### src/rtl/dmem_bridge_pkg.sv
// Shared definitions for the data-memory bridge: dm_ctrl codes, FSM states
// and the access legality check used at request acceptance.
package dmem_bridge_pkg;

   localparam logic [2:0] dm_word              = 3'b000;
   localparam logic [2:0] dm_halfword          = 3'b001;
   localparam logic [2:0] dm_halfword_unsigned = 3'b010;
   localparam logic [2:0] dm_byte              = 3'b011;
   localparam logic [2:0] dm_byte_unsigned     = 3'b100;

   typedef enum logic [1:0] {
      S_IDLE = 2'd0,
      S_WAIT = 2'd1,
      S_RESP = 2'd2
   } state_e;

   // Misaligned halves/words and the unused codes 101..111 never reach memory.
   function automatic logic access_error(input logic [1:0] offset, input logic [2:0] ctrl);
      case (ctrl)
         dm_word:                           return offset != 2'b00;
         dm_halfword, dm_halfword_unsigned: return offset[0];
         dm_byte, dm_byte_unsigned:         return 1'b0;
         default:                           return 1'b1;
      endcase
   endfunction

endpackage

### src/rtl/dmem_bridge_if.sv
// Bus bundles around the bridge: the core-facing request channel and the
// word-organised memory channel.
interface dmem_cpu_if;
   logic        cpu_req;
   logic        cpu_we;
   logic [31:0] cpu_addr;
   logic [31:0] cpu_wdata;
   logic [2:0]  cpu_dm_ctrl;
   logic [31:0] cpu_rdata;
   logic        cpu_ready;
   logic        cpu_err;

   modport master (output cpu_req, cpu_we, cpu_addr, cpu_wdata, cpu_dm_ctrl,
                   input  cpu_rdata, cpu_ready, cpu_err);
   modport slave  (input  cpu_req, cpu_we, cpu_addr, cpu_wdata, cpu_dm_ctrl,
                   output cpu_rdata, cpu_ready, cpu_err);
endinterface

interface dmem_mem_if #(parameter int ADDR_W = 10);
   logic              mem_req;
   logic              mem_we;
   logic [ADDR_W-1:0] mem_addr;
   logic [3:0]        mem_be;
   logic [31:0]       mem_wdata;
   logic [31:0]       mem_rdata;
   logic              mem_ack;

   modport master (output mem_req, mem_we, mem_addr, mem_be, mem_wdata,
                   input  mem_rdata, mem_ack);
   modport slave  (input  mem_req, mem_we, mem_addr, mem_be, mem_wdata,
                   output mem_rdata, mem_ack);
endinterface

### src/rtl/dmem_bridge_lane_align.sv
// Byte-lane steering: store byte enables and lane replication, load
// extraction with sign or zero extension.
module dmem_lane_align
   import dmem_bridge_pkg::*;
(
   input  logic [1:0]  i_offset,
   input  logic [2:0]  i_dm_ctrl,
   input  logic [31:0] i_store_data,
   input  logic [31:0] i_load_word,
   output logic [3:0]  o_be,
   output logic [31:0] o_store_word,
   output logic [31:0] o_load_data
);

   logic [7:0]  w_byte;
   logic [15:0] w_half;

   always_comb begin
      w_byte       = i_load_word[{i_offset, 3'b000} +: 8];
      w_half       = i_offset[1] ? i_load_word[31:16] : i_load_word[15:0];
      o_be         = 4'b1111;
      o_store_word = i_store_data;
      o_load_data  = i_load_word;
      case (i_dm_ctrl)
         dm_halfword: begin
            o_be         = i_offset[1] ? 4'b1100 : 4'b0011;
            o_store_word = {2{i_store_data[15:0]}};
            o_load_data  = {{16{w_half[15]}}, w_half};
         end
         dm_halfword_unsigned: begin
            o_be         = i_offset[1] ? 4'b1100 : 4'b0011;
            o_store_word = {2{i_store_data[15:0]}};
            o_load_data  = {16'h0000, w_half};
         end
         dm_byte: begin
            o_be         = 4'b0001 << i_offset;
            o_store_word = {4{i_store_data[7:0]}};
            o_load_data  = {{24{w_byte[7]}}, w_byte};
         end
         dm_byte_unsigned: begin
            o_be         = 4'b0001 << i_offset;
            o_store_word = {4{i_store_data[7:0]}};
            o_load_data  = {24'h000000, w_byte};
         end
         default: ;
      endcase
   end

endmodule

### src/rtl/dmem_bridge.sv
// Data-side access unit between the single-cycle core and a word RAM:
// req/ack handshake with watchdog, one-cycle completion pulse to MIO_ready.
module dmem_bridge
   import dmem_bridge_pkg::*;
#(
   parameter int ADDR_W  = 10,
   parameter int TIMEOUT = 15
)(
   input logic          clk,
   input logic          reset,
   dmem_cpu_if.slave    cpu,
   dmem_mem_if.master   mem
);

   localparam int CNT_W = (TIMEOUT > 1) ? $clog2(TIMEOUT) : 1;
   localparam logic [CNT_W-1:0] CNT_LAST = CNT_W'(TIMEOUT - 1);

   state_e            r_state, w_state_nxt;
   logic [CNT_W-1:0]  r_cnt, w_cnt_nxt;
   logic              r_we;
   logic [1:0]        r_off;
   logic [2:0]        r_ctrl;
   logic              r_err, w_err_nxt;
   logic [31:0]       r_rdata, w_rdata_nxt;
   logic              r_mem_req, w_mem_req_nxt;
   logic              r_mem_we;
   logic [ADDR_W-1:0] r_mem_addr;
   logic [3:0]        r_mem_be;
   logic [31:0]       r_mem_wdata;
   logic              w_accept, w_issue;
   logic [1:0]        w_sel_off;
   logic [2:0]        w_sel_ctrl;
   logic [3:0]        w_be;
   logic [31:0]       w_store_word, w_load_data;
   logic              w_unused_addr;

   // In IDLE the aligner sees the live request; afterwards the latched one.
   assign w_sel_off  = (r_state == S_IDLE) ? cpu.cpu_addr[1:0] : r_off;
   assign w_sel_ctrl = (r_state == S_IDLE) ? cpu.cpu_dm_ctrl  : r_ctrl;
   assign w_unused_addr = ^cpu.cpu_addr[31:ADDR_W+2];

   dmem_lane_align u_align (
      .i_offset     (w_sel_off),
      .i_dm_ctrl    (w_sel_ctrl),
      .i_store_data (cpu.cpu_wdata),
      .i_load_word  (mem.mem_rdata),
      .o_be         (w_be),
      .o_store_word (w_store_word),
      .o_load_data  (w_load_data)
   );

   always_comb begin
      w_state_nxt   = r_state;
      w_cnt_nxt     = r_cnt;
      w_err_nxt     = r_err;
      w_rdata_nxt   = r_rdata;
      w_mem_req_nxt = r_mem_req;
      w_accept      = 1'b0;
      w_issue       = 1'b0;
      case (r_state)
         S_IDLE: begin
            if (cpu.cpu_req) begin
               w_accept  = 1'b1;
               w_cnt_nxt = '0;
               if (access_error(cpu.cpu_addr[1:0], cpu.cpu_dm_ctrl)) begin
                  w_state_nxt = S_RESP;
                  w_err_nxt   = 1'b1;
                  if (!cpu.cpu_we) w_rdata_nxt = '0;
               end else begin
                  w_issue       = 1'b1;
                  w_state_nxt   = S_WAIT;
                  w_err_nxt     = 1'b0;
                  w_mem_req_nxt = 1'b1;
               end
            end
         end
         S_WAIT: begin
            // Ack is checked first so it wins over a coincident timeout.
            if (mem.mem_ack) begin
               w_mem_req_nxt = 1'b0;
               w_state_nxt   = S_RESP;
               w_err_nxt     = 1'b0;
               if (!r_we) w_rdata_nxt = w_load_data;
            end else if (TIMEOUT != 0 && r_cnt == CNT_LAST) begin
               w_mem_req_nxt = 1'b0;
               w_state_nxt   = S_RESP;
               w_err_nxt     = 1'b1;
               if (!r_we) w_rdata_nxt = '0;
            end else if (TIMEOUT != 0) begin
               w_cnt_nxt = r_cnt + 1'b1;
            end
         end
         S_RESP:  w_state_nxt = S_IDLE;
         default: w_state_nxt = S_IDLE;
      endcase
   end

   always_ff @(posedge clk) begin
      if (!reset) begin
         r_state     <= S_IDLE;
         r_cnt       <= '0;
         r_we        <= 1'b0;
         r_off       <= '0;
         r_ctrl      <= '0;
         r_err       <= 1'b0;
         r_rdata     <= '0;
         r_mem_req   <= 1'b0;
         r_mem_we    <= 1'b0;
         r_mem_addr  <= '0;
         r_mem_be    <= '0;
         r_mem_wdata <= '0;
      end else begin
         r_state   <= w_state_nxt;
         r_cnt     <= w_cnt_nxt;
         r_err     <= w_err_nxt;
         r_rdata   <= w_rdata_nxt;
         r_mem_req <= w_mem_req_nxt;
         if (w_accept) begin
            r_we   <= cpu.cpu_we;
            r_off  <= cpu.cpu_addr[1:0];
            r_ctrl <= cpu.cpu_dm_ctrl;
         end
         if (w_issue) begin
            r_mem_we    <= cpu.cpu_we;
            r_mem_addr  <= cpu.cpu_addr[ADDR_W+1:2];
            r_mem_be    <= cpu.cpu_we ? w_be : 4'b1111;
            r_mem_wdata <= cpu.cpu_we ? w_store_word : 32'h0;
         end
      end
   end

   assign cpu.cpu_ready = (r_state == S_RESP);
   assign cpu.cpu_err   = (r_state == S_RESP) & r_err;
   assign cpu.cpu_rdata = r_rdata;
   assign mem.mem_req   = r_mem_req;
   assign mem.mem_we    = r_mem_we;
   assign mem.mem_addr  = r_mem_addr;
   assign mem.mem_be    = r_mem_be;
   assign mem.mem_wdata = r_mem_wdata;

endmodule
### src/flat_wrapper.sv
// flat-port wrapper written by rule: the top's interface ports become plain ports
module dmem_bridge_flat import dmem_bridge_pkg::*;
#(
   parameter int ADDR_W  = 10,
   parameter int TIMEOUT = 15
)
  (clk, reset, cpu_cpu_req, cpu_cpu_we, cpu_cpu_addr, cpu_cpu_wdata, cpu_cpu_dm_ctrl, cpu_cpu_rdata, cpu_cpu_ready, cpu_cpu_err, mem_mem_req, mem_mem_we, mem_mem_addr, mem_mem_be, mem_mem_wdata, mem_mem_rdata, mem_mem_ack);
  dmem_cpu_if cpu_i ();
  dmem_mem_if #(.ADDR_W(ADDR_W)) mem_i ();
  input logic clk;
  input logic reset;
  input wire logic [$bits(cpu_i.cpu_req)-1:0] cpu_cpu_req;
  input wire logic [$bits(cpu_i.cpu_we)-1:0] cpu_cpu_we;
  input wire logic [$bits(cpu_i.cpu_addr)-1:0] cpu_cpu_addr;
  input wire logic [$bits(cpu_i.cpu_wdata)-1:0] cpu_cpu_wdata;
  input wire logic [$bits(cpu_i.cpu_dm_ctrl)-1:0] cpu_cpu_dm_ctrl;
  output wire logic [$bits(cpu_i.cpu_rdata)-1:0] cpu_cpu_rdata;
  output wire logic [$bits(cpu_i.cpu_ready)-1:0] cpu_cpu_ready;
  output wire logic [$bits(cpu_i.cpu_err)-1:0] cpu_cpu_err;
  output wire logic [$bits(mem_i.mem_req)-1:0] mem_mem_req;
  output wire logic [$bits(mem_i.mem_we)-1:0] mem_mem_we;
  output wire logic [$bits(mem_i.mem_addr)-1:0] mem_mem_addr;
  output wire logic [$bits(mem_i.mem_be)-1:0] mem_mem_be;
  output wire logic [$bits(mem_i.mem_wdata)-1:0] mem_mem_wdata;
  input wire logic [$bits(mem_i.mem_rdata)-1:0] mem_mem_rdata;
  input wire logic [$bits(mem_i.mem_ack)-1:0] mem_mem_ack;
  assign cpu_i.cpu_req = cpu_cpu_req;
  assign cpu_i.cpu_we = cpu_cpu_we;
  assign cpu_i.cpu_addr = cpu_cpu_addr;
  assign cpu_i.cpu_wdata = cpu_cpu_wdata;
  assign cpu_i.cpu_dm_ctrl = cpu_cpu_dm_ctrl;
  assign cpu_cpu_rdata = cpu_i.cpu_rdata;
  assign cpu_cpu_ready = cpu_i.cpu_ready;
  assign cpu_cpu_err = cpu_i.cpu_err;
  assign mem_mem_req = mem_i.mem_req;
  assign mem_mem_we = mem_i.mem_we;
  assign mem_mem_addr = mem_i.mem_addr;
  assign mem_mem_be = mem_i.mem_be;
  assign mem_mem_wdata = mem_i.mem_wdata;
  assign mem_i.mem_rdata = mem_mem_rdata;
  assign mem_i.mem_ack = mem_mem_ack;
  dmem_bridge #(.ADDR_W(ADDR_W), .TIMEOUT(TIMEOUT)) u_core (.clk(clk), .reset(reset), .cpu(cpu_i), .mem(mem_i));
endmodule
### config.mk
export PLATFORM = sky130hd
export DESIGN_NAME = dmem_bridge_flat
export DESIGN_NICKNAME = d
export VERILOG_FILES = /design/src/rtl/dmem_bridge_pkg.sv /design/src/rtl/dmem_bridge_if.sv /design/src/rtl/dmem_bridge_lane_align.sv /design/src/rtl/dmem_bridge.sv /design/src/flat_wrapper.sv
export SDC_FILE = /design/constraint.sdc
export NUM_CORES = 1
export LEC_CHECK = 0
export CORE_ASPECT_RATIO = 0.5
export CORE_MARGIN = 2
export CORE_UTILIZATION = 25
export DETAILED_ROUTE_END_ITERATION = 7
export SKIP_LAST_GASP = 1
export SLEW_MARGIN = 20
export SYNTH_ARGS = -nofsm -noshare
export SYNTH_HDL_FRONTEND = slang
export SYNTH_SLANG_ARGS = --single-unit
### constraint.sdc
create_clock -name clk -period 4.75 [get_ports clk]
set_input_delay 0.95 -clock clk [delete_from_list [all_inputs] [get_ports clk]]
set_output_delay 0.95 -clock clk [all_outputs]
set_load 0.005 [all_outputs]
Word level (Yosys, flattened, before mapping)
Index checks and enable logic that the tools add are counted.

Add/sub/neg operators: 1. Multiply operators: 0. Divide/modulo/power cells: 0. Order comparisons: 0. Eq/ne operators: 19. Shift operators: 2. Muxes and demuxes: 44. Bitwise operators: 1. Reduce and logical (&&, ||, !) cells: 13.

Operators with widths (number): $mux W32 (8); $pmux W32 S2 (2); $pmux W32 S4 (1); $shiftx A32 B6 Y8 (1); $mux W4 (5); $mux W16 (1); $pmux W4 S2 (2); $mux W1 (15); $ne A2 B2 Y1 const B (7); $eq A3 B2 Y1 const B (4); $mux W2 (5); $reduce_and A4 Y1 (2); $reduce_or A2 Y1 (4); $eq A3 B1 Y1 const B (2); $eq A3 B3 Y1 const B (2); $reduce_and A6 Y1 (1); $add A4 B1 Y4 const B (1); $eq A4 B4 Y1 const B (1); $pmux W1 S2 (2); $pmux W2 S2 (1); $reduce_bool A2 Y1 (2); $shl A1 B2 Y4 const A (1); $logic_not A3 Y1 (1); $mux W3 (1); other kinds (8) (8).

Bits in registers: 93. Bits in latches: 0. Bits in writable memories: 0. ROM bits: 0. Input port bits: 104. Output and inout port bits: 82. Word-level logic and storage cells: 92. Memories: 0.

Logic depth before layout (Yosys ltp)
Depth in word-level cells: 8. Gate-level depth with buffers: 10. Mapped depth without buffers: 8.

Hierarchy
From an unflattened synthesis, not the netlist that was laid out.

Cell total of the unflattened synthesis: 623. Area total of the unflattened synthesis: 5526.6 sq um.

Modules (own cells, without submodules): dmem_bridge (times used 1, cells each 446, area an instance 4051.4 sq um, sequential area each 1861.8 sq um); dmem_lane_align (times used 1, cells each 177, area an instance 1475.2 sq um, sequential area each 0.0 sq um).

Least setup slack after synthesis
No wires, ideal clock.

Kind: input -> register. From: input cpu_cpu_dm_ctrl[1]. To: register u_core.r_mem_be[0], in the netlist u_core.mem.mem_be[0]. Library setup time: 0.126 ns. Arrival: 2.524 ns. Data required time: 4.624 ns. Setup slack: 2.100 ns. Cell stages on the path: 9. Buffers on the path: 3. Cells stage by stage: clkbuf_1 or3b_2 o31ai_2 and2_1 buf_2 nand2_2 buf_2 nor2_1 a21oi_1.

Cells in the longest elaborated chain, start to end: 8. Elaborated cells on any way between the ends: 22. Those cells by class: 8 x eq/ne; 9 x mux; 5 x reduce/logical.

Ends and longest elaborated chain: start, declared (line flat_wrapper.sv:16) `input wire logic [$bits(cpu_i.cpu_dm_ctrl)-1:0] cpu_cpu_dm_ctrl;`; $eq A3 B2 Y1 (tied with other cells) (line dmem_bridge_pkg.sv:19) `case (ctrl)`; $reduce_or A2 Y1 (line dmem_bridge_pkg.sv:19); $pmux W1 S3 (line dmem_bridge_pkg.sv:19); $mux W1 (line dmem_bridge.sv:62) `if (cpu.cpu_req) begin`; $mux W1 (line dmem_bridge.sv:60) `case (r_state)`; $mux W1 (line dmem_bridge.sv:65) `if (access_error(cpu.cpu_addr[1:0], cpu.cpu_dm_ctrl)) begin`; $mux W1 (line dmem_bridge.sv:62); $mux W1 (line dmem_bridge.sv:60); end signal, assigned (line dmem_bridge.sv:126) `r_mem_be <= cpu.cpu_we ? w_be : 4'b1111;`; end, declared (line dmem_bridge.sv:28) `logic [3:0] r_mem_be;`.

Several ways; a longest one is shown, not always the timed one. The select of a mux whose other input is x is not followed. A chain may end at the register's enable or synchronous reset.

Worst setup path after layout
From: input cpu_cpu_addr[1]. To: register u_core.r_rdata[31], in the netlist u_core.cpu.cpu_rdata[31].

Cells in the longest elaborated chain, start to end: 6. Elaborated cells on any way between the ends: 13. Those cells by class: 1 x eq/ne; 1 x shift; 9 x mux; 2 x reduce/logical.

Ends and longest elaborated chain: start, declared (line flat_wrapper.sv:14) `input wire logic [$bits(cpu_i.cpu_addr)-1:0] cpu_cpu_addr;`; $mux W2 / $reduce_bool A2 Y1 (equally long branches) (line dmem_bridge.sv:38, dmem_bridge_pkg.sv:20); $shiftx A32 B6 Y8 (tied with other cells) (line dmem_bridge_lane_align.sv:19) `w_byte = i_load_word[{i_offset, 3'b000} +: 8];`; $pmux W32 S4 / $mux W1 (equally long branches) (line dmem_bridge_lane_align.sv:24, dmem_bridge.sv:62); $mux W32 / $mux W1 (equally long branches) (line dmem_bridge.sv:83, dmem_bridge.sv:60); $mux W32 / $ne A2 B2 Y1 (equally long branches); $pmux W32 S2 / $reduce_and A6 Y1 (equally long branches); end signal, assigned (line dmem_bridge.sv:116) `r_rdata <= w_rdata_nxt;`; end, declared (line dmem_bridge.sv:24) `logic [31:0] r_rdata, w_rdata_nxt;`.

Several ways; a longest one is shown, not always the timed one. The select of a mux whose other input is x is not followed.

==> metrics.cfg <==
[power_and_ir_drop]
relative_contribution_of_combinational_cells_to_total_power = 0.243
vdd_drop_max_v = 0.000151
cellInternalPower_mw = 1.40
power_leakage_nw = 2.39
design_power_total_mw = 2.04
power_switching_mw = 0.636
p_clk_frac = 0.351
p_seq_frac = 0.406
sw_frac_of_total = 0.312
power.density_cell_area_nw_per_um2 = 295

[sta]
final_period_minus_worst_setup_slack_ns = 3.44
timing.fmax_mhz = 291
finalMaxSlewViolations = 0
grt_setup_unrepaired = false
setup_violations = 0
hold_viol = 0
timing.slew.headroom = 0.407
totalNegativeSetupSlack_ns = 0
fin_crit_sh = 0.724
worst-slew-pin-transition_ns = 0.889
final.setup_skew_ns = 0.00944

[synth]
synth-seq-area-share = 0.387
synth_edf_count = 0
synth_largest_type_area_fraction = 0.387
post_synth_xor_area_fraction = 0.0130
synth_compound_area_frac = 0.280
synth_top_area_cell = sky130_fd_sc_hd__dfxtp_1
netlist_top_cells_area = sky130_fd_sc_hd__dfxtp_1, sky130_fd_sc_hd__nand2_1, sky130_fd_sc_hd__mux2i_1, sky130_fd_sc_hd__o21ai_0, sky130_fd_sc_hd__a21boi_0
async_reset_ff_frac = 0
synth_fa_ha_area_frac = 0.00520
dominant_combinational_cell_family_by_area_after_synthesis = compound AO/OA/AOI/OAI gates
synth_warnings = 0
synth_area_sq_um = 4810
post_synth_and_or_nand_nor_area_fraction = 0.191
synth_seq_cells = 93
synth.mux.area_fraction = 0.0676
synth.distinct_cells = 52
syn-instance-count = 556
dominantRegCellSynth = sky130_fd_sc_hd__dfxtp_1
postSynthNetCount = 662
synthesis.area_per_instance_sq_um = 8.65

[worst_setup_path]
critical_path.startpoint_type = input port
required_ns = 4.95
rr_startpoint = u_core.r_state[0]
cpPeakStageDelay_ns = 0.55
timing.critical_path.arrival_ns = 3.64
path_delay_family = compound AO/OA/AOI/OAI gates
timing.critical_path.slowest_stage_cell = sky130_fd_sc_hd__clkdlybuf4s50_1
critical_path.startpoint = cpu_cpu_addr[1]
crit_path_max_fanout = 16
critical_path.cell_chain = clkdlybuf4s50_1 > or3b_1 > nand2_1 > mux2i_1 > a22oi_1 > o21ai_4 > a21oi_1
cp.buffers_inverters = 1
cp_endpoint_kind = flip-flop
criticalPathCategory = in2reg

[run]
max_cap_viol_count = 0

[layout]
count_of_filler_cells_inserted_in_the_layout = 1900
final-seq-area_sq_um = 1860
num_antenna_cells = 0
instances_no_fill = 961
layout-area-overhead-vs-synth_pct = 43.8
multiInputGateArea_sq_um = 2680
finish.net_count = 803
share_of_layout_cells_above_drive_strength_1 = 0.0755

[detailed_routing]
vias = 4659
drt-total-wl_um = 16600
vias_per_cell = 4.85
first_iter_violations = 290
drt_pass1_iterations = 6
routedWlPerCell_um = 17.3
remaining_drc_errors = 0
ant_nets = 0

[clock_network]
h-tree-depth = 3
clock_sink_count = 93
cts-buffers-inserted = 9
cts_hold_buffers = 0
cts.repair.resized = 0
clk-insertion-delay-late_ns = 0.35
post-cts-setup-buffers = 0
cts_root_buffer = sky130_fd_sc_hd__clkbuf_16
ctsLongestPathBuffers = 2
cts_tree = done
cts.clk_slew.worst_paths_ns = 0.07

[placed_design]
place_congestion = 0.838
detailed_place_hpwl_um = 12400
place.detailed.instances = 945
buffer_ports.inserted = 165

[floorplan]
design.die.area_sq_um = 20400
die_h_um = 102
initial_utilization = 0.258
std_cell_rows = 35
design.portCount = 186
fp.dieW_um = 200
fp.coreArea_sq_um = 18600

[grt]
grt_overflow_total = 0
maximum_number_of_pins_on_one_net_before_global_route_repair = 46
first_pass_grt_wire_length_um = 25300
number_of_antenna_violations_at_the_first_check_in_global_routing = 0
grt_use_total = 0.160
vias_in_the_first_global_route = 4557

[outcome]
status = finished clean

[worst_hold_path]
min_from = u_core.mem.mem_wdata[29]
hold_class = reg2reg

through the flow:
step / instance area, sq um / hold WS, ns / setup WS (ns) / utilization
final: 6910 / 0.451 / 1.31 / 0.371
after global routing: 6910 / 0.471 / 1.11 / 0.371
after CTS: 6910 / 0.454 / 1.34 / 0.371
after detailed placement: 6620 / 0.444 / 0.974 / 0.356
after global placement: 6620 / 0.439 / 1.00 / 0.356
after floorplan: 4810 / 0.444 / 2.10 / -
registers in the layout, summed over array words and instances, names as in the netlist:
name                  flops
u_core.mem.mem_addr      10
u_core.r_we               1
u_core.mem.mem_we         1
u_core.r_err              1
u_core.mem.mem_req        1
u_core.r_cnt              4
u_core.mem.mem_wdata     32
u_core.mem.mem_be         4
u_core.r_ctrl             3
u_core.cpu.cpu_rdata     32
u_core.r_state            2
u_core.r_off              2
layer usage:
metal	vias up	wire, um	global-route usage
met5	-	0	0
met4	0	463	0.0718
met3	32	1120	0.0424
met2	146	7930	0.278
met1	2207	7100	0.190
li1	2274	-	-
worst min-delay path: stages, from the launching register on:
cell and delay (ns):
sky130_fd_sc_hd__dfxtp_1 0.31, sky130_fd_sc_hd__nand2_1 0.05, sky130_fd_sc_hd__o21ai_1 0.05
layout make-up:
cell class                 instances  share of cell area
multi-input combinational        404               0.387
sequential                        93               0.269
timing repair buffer             171               0.245
tap                              259              0.0469
clock buffer                       9              0.0326
inverter                          18             0.00977
clock inverter                     7             0.00941
path summary, 6_finish.rpt:
| kind | end | slack, ns | depth (start not counted) |
|---|---|---|---|
| min reg2reg | u_core.mem.mem_wdata[29] | 0.45 | 2 |
| max | u_core.cpu.cpu_rdata[31] | 1.31 | 7 |
| min | u_core.mem.mem_wdata[29] | 0.45 | 2 |
| max reg2reg | u_core.cpu.cpu_rdata[30] | 1.87 | 6 |
power groups by stage:
stage                     registers (mW)  clock network (mW)  logic, mW
final                              0.828               0.716      0.495
after detailed placement           0.846                   0      0.495
after CTS                          0.828               0.741      0.497
after floorplan                    0.842                   0      0.294
after global routing               0.832               0.774      0.537
after global placement             0.845                   0      0.489
layout by cell type (no fill, tap or decap), drive strengths merged, types with 4 or more instances in the layout:
cell and count:
nand3 14, nor3b 18, mux2i 29, nor2b 5, o2bb2ai 17, clkdlybuf4s50 164, a221oi 14, inv 23
a21boi 28, dfxtp 93, clkbuf 9, a21oi 26, a222oi 9, o21ai 62, nor2 6, xor2 4
buf 7, nand2b 4, and2 26, nand2 99, o31ai 17
cell families after synthesis:
family | after synthesis
mux | 31
fa+ha+maj | 2
compound gates | 185
flops | 93
xor+xnor | 5
buf+inv | 59
simple gates | 181
cell usage after synthesis (3+ instances only):
cell type	number
sky130_fd_sc_hd__nor2b_1	5
sky130_fd_sc_hd__dfxtp_1	93
sky130_fd_sc_hd__o31ai_1	16
sky130_fd_sc_hd__a222oi_1	9
sky130_fd_sc_hd__o21ai_0	48
sky130_fd_sc_hd__and2_1	26
sky130_fd_sc_hd__a221oi_1	14
sky130_fd_sc_hd__mux2i_1	28
sky130_fd_sc_hd__a21boi_0	27
sky130_fd_sc_hd__inv_1	18
sky130_fd_sc_hd__o21ai_1	11
sky130_fd_sc_hd__a21oi_2	11
sky130_fd_sc_hd__nand2_1	97
sky130_fd_sc_hd__buf_2	11
sky130_fd_sc_hd__nand3_1	14
sky130_fd_sc_hd__xor2_1	3
sky130_fd_sc_hd__o21ai_4	3
sky130_fd_sc_hd__a21oi_1	15
sky130_fd_sc_hd__nand2b_1	4
sky130_fd_sc_hd__clkbuf_1	23
sky130_fd_sc_hd__buf_6	4
sky130_fd_sc_hd__nor2_1	5
sky130_fd_sc_hd__nor3b_1	17
sky130_fd_sc_hd__o2bb2ai_1	16
Power figures use the tool's default switching activity.
